<file path="src/rtl/obstacle_scheduler.sv">
// ---------------------------------------------------------------------------
// obstacle_scheduler
//   Owns the ten obstacle slots that game_logic collides against. On every
//   frame tick while in-game it steps the spawn LFSR, scrolls live obstacles
//   left, retires the ones that have left the screen (counting them), and
//   every SPAWN_INTERVAL ticks drops a new obstacle at the right screen edge
//   into the lowest free slot, at a pseudo-random height.
//
//   gamemode | meaning
//   ---------+---------------------------------------------------------------
//   00       | initial: everything held at reset values, cleared every cycle
//   01       | in-game: frame_tick drives scroll / retire / spawn
//   10       | paused: all state frozen, frame_tick ignored
//   11       | ended: all state frozen, frame_tick ignored
//
// Ports
//   clk         system clock
//   rst         asynchronous, active-high reset
//   gamemode    game phase from game_logic (table above)
//   frame_tick  one-cycle pulse per video frame
//   obstacle_x  slot k: [k*20+:10] left x, [k*20+10+:10] right x
//   obstacle_y  slot k: [k*18+:9] top y, [k*18+9+:9] bottom y
//   active      bit k set when slot k holds a live obstacle
//   passed_cnt  obstacles retired this game, saturating at 16'hFFFF
//   spawn_miss  one-cycle pulse when a spawn was due but every slot was busy
// ---------------------------------------------------------------------------
module obstacle_scheduler #(
  parameter int          SCREEN_W       = 640,
  parameter int          OBS_W          = 40,
  parameter int          OBS_H          = 80,
  parameter int          UPPER_BOUND    = 20,
  parameter int          SPEED          = 4,
  parameter int          SPAWN_INTERVAL = 60,
  parameter logic [15:0] LFSR_SEED      = 16'hACE1
) (
  input  logic         clk,
  input  logic         rst,
  input  logic [1:0]   gamemode,
  input  logic         frame_tick,
  output logic [199:0] obstacle_x,
  output logic [179:0] obstacle_y,
  output logic [9:0]   active,
  output logic [15:0]  passed_cnt,
  output logic         spawn_miss
);

  localparam int N_SLOTS = 10;
  localparam int CNT_W   = (SPAWN_INTERVAL > 1) ? $clog2(SPAWN_INTERVAL) : 1;

  // Parked slots sit at the far corner so they can never overlap the player.
  localparam logic [9:0] X_PARK  = 10'd1023;
  localparam logic [8:0] Y_PARK  = 9'd511;
  localparam logic [9:0] SPEED_X = 10'(SPEED);
  localparam logic [9:0] SPAWN_L = 10'(SCREEN_W);
  localparam logic [9:0] SPAWN_R = 10'(SCREEN_W + OBS_W - 1);
  localparam logic [8:0] TOP_MIN = 9'(UPPER_BOUND);
  localparam logic [8:0] H_M1    = 9'(OBS_H - 1);
  localparam logic [CNT_W-1:0] CNT_LAST = CNT_W'(SPAWN_INTERVAL - 1);

  typedef enum logic [1:0] {
    GM_INIT  = 2'b00,
    GM_PLAY  = 2'b01,
    GM_PAUSE = 2'b10,
    GM_END   = 2'b11
  } gamemode_e;

  logic [9:0]       left_q  [N_SLOTS];
  logic [9:0]       right_q [N_SLOTS];
  logic [8:0]       top_q   [N_SLOTS];
  logic [8:0]       bot_q   [N_SLOTS];
  logic [CNT_W-1:0] spawn_cnt;
  logic [15:0]      lfsr;

  logic             lfsr_fb;
  logic [9:0]       retire;
  logic [3:0]       retire_cnt;
  logic [16:0]      pc_sum;
  logic [15:0]      pc_next;
  logic             spawn_due;
  logic             any_free;
  logic [3:0]       free_idx;
  logic [8:0]       rnd;
  logic [8:0]       rnd_adj;
  logic [8:0]       spawn_top;

  always_comb begin
    // Fibonacci taps 16,14,13,11 (bit indices 15,13,12,10).
    lfsr_fb    = lfsr[15] ^ lfsr[13] ^ lfsr[12] ^ lfsr[10];
    retire     = '0;
    retire_cnt = '0;
    free_idx   = '0;
    for (int k = 0; k < N_SLOTS; k++) begin
      retire[k]  = active[k] && (right_q[k] < SPEED_X);
      retire_cnt = retire_cnt + {3'b000, retire[k]};
    end
    // Free set is taken from active before this tick's retires, so a slot
    // retiring now cannot be reused on the same tick.
    for (int k = N_SLOTS - 1; k >= 0; k--) begin
      if (!active[k]) free_idx = 4'(k);
    end
    any_free  = ~&active;
    pc_sum    = {1'b0, passed_cnt} + {13'd0, retire_cnt};
    pc_next   = pc_sum[16] ? 16'hFFFF : pc_sum[15:0];
    spawn_due = (spawn_cnt == CNT_LAST);
    // Height comes from the LFSR value before this tick's step; folding
    // values above 360 down by 256 keeps the bottom edge on screen.
    rnd       = lfsr[8:0];
    rnd_adj   = (rnd > 9'd360) ? (rnd - 9'd256) : rnd;
    spawn_top = TOP_MIN + rnd_adj;
  end

  always_ff @(posedge clk or posedge rst) begin
    if (rst) begin
      for (int k = 0; k < N_SLOTS; k++) begin
        left_q[k]  <= X_PARK;
        right_q[k] <= X_PARK;
        top_q[k]   <= Y_PARK;
        bot_q[k]   <= Y_PARK;
      end
      active     <= '0;
      passed_cnt <= '0;
      spawn_miss <= 1'b0;
      spawn_cnt  <= '0;
      lfsr       <= LFSR_SEED;
    end else if (gamemode == GM_INIT) begin
      for (int k = 0; k < N_SLOTS; k++) begin
        left_q[k]  <= X_PARK;
        right_q[k] <= X_PARK;
        top_q[k]   <= Y_PARK;
        bot_q[k]   <= Y_PARK;
      end
      active     <= '0;
      passed_cnt <= '0;
      spawn_miss <= 1'b0;
      spawn_cnt  <= '0;
      lfsr       <= LFSR_SEED;
    end else if ((gamemode == GM_PLAY) && frame_tick) begin
      lfsr       <= {lfsr[14:0], lfsr_fb};
      spawn_miss <= 1'b0;
      passed_cnt <= pc_next;
      for (int k = 0; k < N_SLOTS; k++) begin
        if (retire[k]) begin
          left_q[k]  <= X_PARK;
          right_q[k] <= X_PARK;
          top_q[k]   <= Y_PARK;
          bot_q[k]   <= Y_PARK;
          active[k]  <= 1'b0;
        end else if (active[k]) begin
          right_q[k] <= right_q[k] - SPEED_X;
          left_q[k]  <= (left_q[k] < SPEED_X) ? 10'd0 : (left_q[k] - SPEED_X);
        end
      end
      if (spawn_due) begin
        spawn_cnt <= '0;
        // The chosen slot was inactive, so the scroll loop above never
        // touched it; these writes are the only ones to that slot.
        if (any_free) begin
          left_q[free_idx]  <= SPAWN_L;
          right_q[free_idx] <= SPAWN_R;
          top_q[free_idx]   <= spawn_top;
          bot_q[free_idx]   <= spawn_top + H_M1;
          active[free_idx]  <= 1'b1;
        end else begin
          spawn_miss <= 1'b1;
        end
      end else begin
        spawn_cnt <= spawn_cnt + CNT_W'(1);
      end
    end else begin
      spawn_miss <= 1'b0;
    end
  end

  always_comb begin
    obstacle_x = '0;
    obstacle_y = '0;
    for (int k = 0; k < N_SLOTS; k++) begin
      obstacle_x[k*20 +: 10]    = left_q[k];
      obstacle_x[k*20+10 +: 10] = right_q[k];
      obstacle_y[k*18 +: 9]     = top_q[k];
      obstacle_y[k*18+9 +: 9]   = bot_q[k];
    end
  end

endmodule

</file>
<file path="config.mk">
export PLATFORM = sky130hd
export DESIGN_NAME = obstacle_scheduler
export DESIGN_NICKNAME = d
export VERILOG_FILES = /design/src/rtl/obstacle_scheduler.sv
export SDC_FILE = /design/constraint.sdc
export NUM_CORES = 1
export LEC_CHECK = 0
export CAP_MARGIN = 20
export CORE_MARGIN = 2
export CORE_UTILIZATION = 40
export CTS_CLUSTER_DIAMETER = 150
export DETAILED_ROUTE_END_ITERATION = 8
export GPL_ROUTABILITY_DRIVEN = 1
export HOLD_SLACK_MARGIN = 0.12
export SYNTH_ARGS = -nofsm -noshare
export SYNTH_HDL_FRONTEND = slang
export SYNTH_SLANG_ARGS = --single-unit
</file>
<file path="constraint.sdc">
create_clock -name clk -period 25.9 [get_ports clk]
set_input_delay 2.59 -clock clk [delete_from_list [all_inputs] [get_ports clk]]
set_output_delay 2.59 -clock clk [all_outputs]
set_load 0.005 [all_outputs]
</file>
==> results of run 1 <==
[stage by stage]
| stage | setup slack [ns] | utilization | hold WS (ns) |
|---|---|---|---|
| 3_3_place_gp | 19.75 | 0.499 | 0.459 |
| 6_report | 20.17 | 0.530 | 0.485 |
| 5_1_grt | 19.77 | 0.530 | 0.497 |
| 3_5_place_dp | 19.66 | 0.500 | 0.479 |
| 2_1_floorplan | 12.01 | - | 0.439 |
| 4_1_cts | 20.22 | 0.529 | 0.488 |
[final cells by class]
cell class,count,area (sq um),share of cell area
timing repair buffer,446,4410,0.162
inverter,78,300,0.0110
clock inverter,16,173,0.00634
tap,680,851,0.0312
sequential,429,11200,0.412
clock buffer,68,1350,0.0495
multi-input combinational,1517,8930,0.328
[synthesized netlist by cell type (all sizes together) (10+ instances only)]
cell	n
a211o	12
a21o	13
a21oi	251
a221o	14
a2bb2oi	31
a31oi	32
and3	15
buf	50
clkbuf	65
dfrtp	41
dfstp	388
ha	30
inv	77
nand2	174
nand2b	20
nand3	63
nand3b	10
nor2	265
nor2b	11
nor3	67
nor4	22
o211ai	12
o21ai	181
o22a	32
o31ai	19
or2	28
or3	30
or4	10
xnor2	25
xor2	19
[registers in the layout, summed over array words and instances, names as in the netlist]
name,cells
obstacle_x,200
obstacle_y,180
lfsr,16
passed_cnt,16
active,10
spawn_cnt,6
spawn_miss,1
[layer usage]
| metal | global-route usage | up-vias | wire length (microns) |
|---|---|---|---|
| met1 | 0.362 | 9337 | 31000 |
| met5 | 0 | - | 0 |
| met3 | 0.0496 | 129 | 4820 |
| li1 | - | 8428 | - |
| met4 | 0.0751 | 0 | 2040 |
| met2 | 0.414 | 662 | 33700 |
[logic make-up after synthesis]
kind of cell | Yosys count | synth area share
mux | 1 | 0.000480
fa+ha+maj | 37 | 0.0247
compound gates | 676 | 0.205
simple gates | 759 | 0.175
flops | 429 | 0.538
xor+xnor | 44 | 0.0185
buf+inv | 193 | 0.0383
[how the worst max path moves through the flow]
stage / startpoint / end / slack (ns) / cells after the start
detailed placement: rst / obstacle_x[195] / 19.66 / 5
global route: obstacle_x[132] / passed_cnt[13] / 19.77 / 16
global placement: rst / obstacle_x[197] / 19.75 / 5
finish: gamemode[1] / obstacle_x[7] / 20.17 / 6
CTS: obstacle_x[132] / passed_cnt[8] / 20.22 / 18
floorplan: rst / active[0] / 12.01 / 1
[report_power, final]
| group | switching (mW) | leakage (nW) | internal (mW) |
|---|---|---|---|
| clock | 0.290 | 0.739 | 0.384 |
| sequential | 0.0491 | 4.64 | 0.725 |
| combinational | 0.128 | 5.18 | 0.0927 |
| total | 0.467 | 10.6 | 1.20 |
[critical path, delay by kind of cell]
family,cells,cell delay [ns]
AOI/OAI and AO/OA,3,1.42
buffers and inverters,2,1.23
and+or+nand+nor,1,0.87
==> out/metrics.yaml, run 1 <==
port_buffers: 411
cts.path.max_buffers: 3
n_antenna_cell: 0
synth_nets: 2181
cts_num_sinks: 429
fin_crit_ns: 5.73
rrSetupSlack_ns: 20.19
maxSlewHeadroom: 0.205
status: "finished, final reports clean"
placedCellCount: 3148
vias_per_cell: 5.74
yosys_register_bits: 429
syn_avg_cell_area_sq_um: 9.75
dieWidth_microns: 232
drc: 0
cap_viol_max_count: 0
fin_area_sq_um: 27200
whs_path_depth: 1
wl_per_cell_microns: 22.1
ys_seq_area_frac: 0.538
hold_path_class: "reg -> reg"
power_mw: 1.67
synth_edf_count: 0
drt-total-wl_mm: 71.6
ioPinCount: 412
path_cells: "clkdlybuf4s50_1, and3b_4, buf_4, o31ai_1, o21a_1, a221o_1"
synthTopCellsByArea: "dfstp_2 49%, a21oi_1 5.7%, dfrtp_1 4.9%, nor2_1 4.7%, o21ai_0 4.3%"
r2r_start: "obstacle_x[132]"
start_kind: "primary input"
rsz0062_at_grt: "no"
worstPathArrival_ns: 6.24
cp_slowest_stage_delay_ns: 0.87
die-area_sq_um: 54000
cts-root-buf: "clkbuf_16"
drive_above_1_share: 0.225
ant_nets: 0
final_cell_mix: "411 x clkdlybuf4s50_1, 388 x dfstp_2, 261 x nor2_1, 236 x a21oi_1, 177 x o21ai_0"
grt_pass1_vias: 17800
worstRegToRegCells: 18
area_delta_synth_final_pct: 30.6
worst_slew_pin_slew_ns: 1.19
antenna_found_initial: 0
hp-start: "obstacle_x[1]"
finalSetupTns_ns: 0
cp_data_required_time_ns: 26.41
cts_tree: "done"
grt_pass1_wl_mm: 109
ys.flop_type: "dfstp_2"
netlist.top_cell.by_area: "dfstp_2"
fin_crit_sh: 0.221
place_congestion: 0.887
r2r_end: "passed_cnt[8]"
layout_commonest_cell: "clkdlybuf4s50_1"
htree_levels: 2
critPathCaptureType: "register"
synthCells: 2139
placed_cell_area_sq_um: 25700
cp_max_fo: 64
synth_cell_types: 88
core_sq_um: 51400
cts_made_buffers: 49
peakVddDrop_v: 0.0000430
slew_violations: 0
setup_viol: 0
clk_pin_slew_ns: 0.05
ctsHoldBuffers: 0
postCtsSetupBuffers: 0
slowest_stage: "and3b_4"
post_layout_nonfiller_instances: 3234
routed-via-count: 18600
yosysWarnings: 0
grt_start_max_net_pins: 90
p_per_area_nw_per_um2: 61.3
hold_end: "obstacle_x[1]"
fin_skew_ns: 0.0220
hpwl_mm: 49.8
fin_nets: 2563
final-hold-violation-count: 0
nFillCells: 4656
fmax_mhz: 175
dr.pass1.iters: 5
synth_top_area_frac: 0.489
drt_iter0_drc: 1310
rows: 83
die_h_microns: 232
p_leak_nw: 10.6
insertion_delay_ns: 0.60
start_util: 0.406
grtUsageTotal: 0.261
worstSetupPathType: "in -> reg"
overflow: 0
synth_area_sq_um: 20900
cts-resized-gates: 0
async_reset_ff_frac: 1.00
Power figures use the tool's default switching activity.
==> run 2, diff against run 1 <==
clock period = 5.7 ns   (was 25.9 ns; I/O delays follow)
==> run 2 against run 1 <==
Cell count increased by 0.43%. Clock skew about the same. First-iteration DRC count down 8.9%. Cell area grew 1.1%. Wire length rose by 1.8%. Via count is essentially flat. Critical path depth is 12 higher. Register-to-register slack got worse by 20 ns. Combinational power grew to 4.8 times the previous value. Largest power group unchanged. Critical endpoint is now passed_cnt[5].
==> out/metrics.yaml, run 2 (same netlist as run 1, synthesis figures left out) <==
cts_made_buffers: 50  # +2.0%
cts_num_sinks: 429  # unchanged
routed-via-count: 18600  # -0.0054%
cp_slowest_stage_delay_ns: 0.51  # -0.36 ns
fin_ws_ns: 0.368  # -19.80 ns
insertion_delay_ns: 0.60  # about the same
critPathMostFrequentCell: "fa_1"
fin_nets: 2571  # +0.31%
slew_violations: 0  # unchanged
start_util: 0.406  # unchanged
slowest_stage: "fa_1"
fin_skew_ns: 0.0216  # -0.000452 ns
placed_cell_area_sq_um: 25800  # +0.29%
p_leak_nw: 10.7  # +1.8%
maxSlewHeadroom: 0.306  # +0.101
grt_start_max_net_pins: 107  # +19%
worstPathArrival_ns: 5.82  # -0.42 ns
worst_slew_pin_slew_ns: 1.04  # -0.152 ns
fin_crit_sh: 0.935
grt_pass1_wl_mm: 111  # +1.5%
setup_viol: 0  # unchanged
clk_pin_slew_ns: 0.06  # about the same
critPathCaptureType: "register"
pre_cts_ws_ns: 0.296  # -19.37 ns
p_per_area_nw_per_um2: 289  # +370%
power_frac_comb: 0.132  # about the same
vias_per_cell: 5.71  # -0.44%
area_delta_synth_final_pct: 32.0
overflow: 0  # unchanged
die-area_sq_um: 54000  # unchanged
postCtsSetupBuffers: 0  # unchanged
antenna_found_initial: 0  # unchanged
power.share.sequential: 0.439  # -0.025
drt_iter0_drc: 1194  # -8.9%
peakVddDrop_v: 0.000233  # +440%
finalSetupTns_ns: 0  # unchanged
cts_tree: "done"
status: "finished, final reports clean"
start_kind: "register"
htree_levels: 2  # unchanged
dieWidth_microns: 232  # unchanged
cts-resized-gates: 0  # unchanged
hpwl_mm: 51.0  # +2.3%
ioPinCount: 412  # unchanged
cts-root-buf: "clkbuf_16"
placedCellCount: 3157  # +0.29%
die_h_microns: 232  # unchanged
fin_crit_ns: 5.33
final-hold-violation-count: 0  # unchanged
grtUsageTotal: 0.266  # +0.00487
final_cell_mix: "411 x clkdlybuf4s50_1, 388 x dfstp_2, 260 x nor2_1, 236 x a21oi_1, 177 x o21ai_0"
hold_path_class: "reg -> reg"
cap_viol_max_count: 0  # unchanged
largest_register_ffs: 200  # unchanged
drc: 0  # unchanged
p_sw_mw: 2.15  # +360%
p_sw_frac: 0.270  # -0.00966
rows: 83  # unchanged
cp_max_fo: 6  # -91%
place_congestion: 0.883  # -0.45%
power_mw: 7.95  # +380%
core_sq_um: 51400  # unchanged
grt_pass1_vias: 18100  # +1.7%
ctsHoldBuffers: 0  # unchanged
fin_area_sq_um: 27500  # +1.1%
port_buffers: 411  # unchanged
fmax_mhz: 188
worstSetupPathType: "reg -> reg"
path_cells: "inv_1, ha_1, nor4b_1, nand2_1, nor4_4, fa_1, inv_1, fa_1, fa_1, fa_1, inv_1, fa_1, a21o_1, a21o_1, nand3_1, or2_2, and3_1, a311oi_1"
n_antenna_cell: 0  # unchanged
intPower_mw: 5.80  # +380%
cts.path.max_buffers: 3  # unchanged
layout_commonest_cell: "clkdlybuf4s50_1"
rsz0062_at_grt: "no"
drive_above_1_share: 0.233  # +0.00812
dr.pass1.iters: 5  # unchanged
power.share.clock: 0.429  # +0.025
post_layout_nonfiller_instances: 3248  # +0.43%
wl_per_cell_microns: 22.4  # +1.4%
drt-total-wl_mm: 72.9  # +1.8%
cp_data_required_time_ns: 6.19  # -20.22 ns
ant_nets: 0  # unchanged
==> run 2: through the flow <==
stage / hold slack, ns / utilization
5_1_grt: 0.493 / 0.535
2_1_floorplan: 0.439 / -
6_report: 0.469 / 0.535
3_5_place_dp: 0.463 / 0.501
4_1_cts: 0.473 / 0.535
3_3_place_gp: 0.453 / 0.500
==> run 2: final timing paths <==
path / from / end / slack [ns] / cells past startpoint
worst max-delay path: obstacle_x[132] / passed_cnt[5] / 0.37 / 18
worst min-delay path: lfsr[9] / lfsr[10] / 0.47 / 2
worst max register to register: obstacle_x[132] / passed_cnt[5] / 0.37 / 18
worst min register to register: lfsr[9] / lfsr[10] / 0.47 / 2
max in group asynchronous: rst / active[3] / 3.77 / 3
min in group asynchronous: rst / obstacle_y[57] / 0.84 / 2
==> run 2: worst max-delay path, delay by kind of cell, from the launching register on <==
kind	cells	cell delay, ns
AO/OA/AOI/OAI	3	0.59
AND/OR/NAND/NOR	6	1.69
flip-flops	1	0.38
adder cells (fa/ha/maj)	6	2.28
buffers and inverters	3	0.28
==> run 2: power by group through the flow <==
stage | Clock (mW) | Sequential, mW | Combinational [mW]
finish | 3.41 | 3.49 | 1.05
global route | 3.61 | 3.51 | 1.15
CTS | 3.49 | 3.48 | 1.05
detailed placement | 0 | 3.52 | 1.05
global placement | 0 | 3.51 | 1.03
floorplan | 0 | 3.48 | 0.511
==> run 2: metal layers <==
layer / vias to the layer above / GRT usage / wire, microns
met1: 9364 / 0.363 / 31700
met3: 144 / 0.0562 / 5010
met4: 0 / 0.100 / 2720
li1: 8438 / - / -
met5: - / 0 / 0
met2: 609 / 0.414 / 33500
==> run 2: layout make-up <==
type / count / area [sq um]
Clock buffer: 71 / 1520
Clock inverter: 20 / 233
Fill cell: 4561 / 23900
Inverter: 78 / 297
Multi-Input combinational cell: 1517 / 8920
Sequential cell: 429 / 11200
Tap cell: 680 / 851
Timing Repair Buffer: 453 / 4470
==> run 3, diff against run 2 <==
SETUP_SLACK_MARGIN = 0.2   (was not set)
==> run 3 against run 2 <==
Critical path depth rose by 1. Non-clock buffer count rose by 2. Die area did not move. Register-to-register slack improved by 0.14 ns. Worst hold slack got worse by 0.0011 ns. Clock-buffer cell count did not move. Clock power barely moved. Total power barely moved. Critical endpoint unchanged.
==> out/metrics.yaml, run 3 (same netlist as run 1, synthesis figures left out) <==
wl_per_cell_microns: 22.4  # about the same
grtUsageTotal: 0.266  # unchanged
cts_num_sinks: 429  # unchanged
fin_area_sq_um: 27600  # +0.11%
maxSlewHeadroom: 0.299  # -0.00764
grt_start_max_net_pins: 107  # unchanged
vias_per_cell: 5.73  # +0.23%
grt_pass1_wl_mm: 111  # unchanged
cp_max_fo: 6  # unchanged
drt_iter0_drc: 1243  # +4.1%
dieWidth_microns: 232  # unchanged
fin_crit_sh: 0.911  # -0.0247
utilization: 0.536  # +0.000584
n_antenna_cell: 0  # unchanged
fmax_mhz: 193  # +2.7%
final-hold-violation-count: 0  # unchanged
overflow: 0  # unchanged
multiInputGateArea_sq_um: 8940  # +0.17%
core_sq_um: 51400  # unchanged
die-area_sq_um: 54000  # unchanged
cap_viol_max_count: 0  # unchanged
whs_path_depth: 2  # unchanged
cts_made_buffers: 50  # unchanged
p_leak_nw: 10.8  # +0.22%
dr.pass1.iters: 5  # unchanged
largest_register_ffs: 200  # unchanged
rows: 83  # unchanged
antenna_found_initial: 0  # unchanged
place_congestion: 0.883  # unchanged
fin_nets: 2573  # +0.078%
ant_nets: 0  # unchanged
drt-total-wl_mm: 72.9  # about the same
grt_pass1_vias: 18100  # unchanged
hpwl_mm: 51.0  # unchanged
fin_skew_ns: 0.0201  # -0.00143 ns
finalHoldWorstSlack_ns: 0.468  # -0.00112 ns
cp_data_required_time_ns: 6.19  # about the same
ioPinCount: 412  # unchanged
slew_violations: 0  # unchanged
peakVddDrop_v: 0.000231  # -0.72%
cts.path.max_buffers: 3  # unchanged
placed_cell_area_sq_um: 25800  # unchanged
port_buffers: 411  # unchanged
fin_crit_ns: 5.19  # -0.141 ns
p_per_area_nw_per_um2: 288  # -0.13%
layout_commonest_cell: "clkdlybuf4s50_1"
cts-root-buf: "clkbuf_16"
final_cell_mix: "411 x clkdlybuf4s50_1, 388 x dfstp_2, 260 x nor2_1, 236 x a21oi_1, 177 x o21ai_0"
placedCellCount: 3157  # unchanged
cts_tree: "done"
rsz0062_at_grt: "no"
routed-via-count: 18600  # +0.30%
drc: 0  # unchanged
critPathCaptureType: "register"
area_delta_synth_final_pct: 32.1
die_h_microns: 232  # unchanged
seq_area_sq_um: 11200  # unchanged
post_layout_nonfiller_instances: 3250  # +0.062%
nFillCells: 4559  # -0.044%
hold_path_class: "reg -> reg"
worstSetupPathType: "reg -> reg"
start_util: 0.406  # unchanged
setup_viol: 0  # unchanged
drive_above_1_share: 0.234  # +0.000986
worst_slew_pin_slew_ns: 1.05  # +0.0114 ns
clk_pin_slew_ns: 0.06  # about the same
worstRegToRegCells: 19  # +1
htree_levels: 2  # unchanged
status: "finished, final reports clean"
insertion_delay_ns: 0.60  # about the same
start_kind: "register"
worstPathArrival_ns: 5.68  # -0.14 ns
## run 3: repair_timing
item / CTS / global route
buffers inserted: 0 / 2
hold buffers: 0 / 0
gates resized for setup: 0 / 4
setup endpoints to repair: 0 / 15
## run 3: power by group
part	internal, mW	switching (mW)	total, mW
clock network	2.07	1.34	3.41
registers	3.29	0.194	3.49
logic	0.433	0.616	1.05
total	5.80	2.15	7.95
## run 3: worst max-delay path, stage by stage, from the launching register on
cell and delay (ns):
dfstp_2 0.56, inv_1 0.05, ha_1 0.22, nand2_1 0.17, nor3_1 0.09, nand2_1 0.13
inv_1 0.12, fa_1 0.56, inv_1 0.07, fa_1 0.57, fa_1 0.46, fa_1 0.44
inv_1 0.11, fa_1 0.23, a21o_1 0.17, a21o_1 0.16, nand3_1 0.17, or2_2 0.36
and3_1 0.19, a311oi_1 0.25
## run 3: final timing paths
kind / from / end / slack, ns
max in group asynchronous: rst / active[3] / 3.78
setup / recovery: obstacle_x[92] / passed_cnt[5] / 0.51
setup reg to reg: obstacle_x[92] / passed_cnt[5] / 0.51
hold / removal: lfsr[9] / lfsr[10] / 0.47
hold reg to reg: lfsr[9] / lfsr[10] / 0.47
min in group asynchronous: rst / obstacle_y[57] / 0.84
## run 3: through the flow
stage	worst slack, ns	setup TNS [ns]	total power [mW]
floorplan	-0.345	-14.13	3.99
global placement	0.464	0	4.55
detailed placement	0.296	0	4.57
CTS	0.236	0	8.02
global route	0.218	0	8.27
finish	0.509	0	7.95
## run 3: routing by layer
metal | global-route usage | wire length, microns | vias to the layer above
met2 | 0.414 | 33500 | 649
met3 | 0.0562 | 5060 | 153
met5 | 0 | 0 | -
met1 | 0.363 | 31700 | 9368
li1 | - | - | 8440
met4 | 0.100 | 2750 | 0
## run 3: cell type report
| type | count | area share |
|---|---|---|
| Clock buffer | 71 | 0.0552 |
| Clock inverter | 20 | 0.00845 |
| Inverter | 78 | 0.0108 |
| Multi-Input combinational cell | 1517 | 0.324 |
| Sequential cell | 429 | 0.407 |
| Tap cell | 680 | 0.0309 |
| Timing Repair Buffer | 455 | 0.163 |
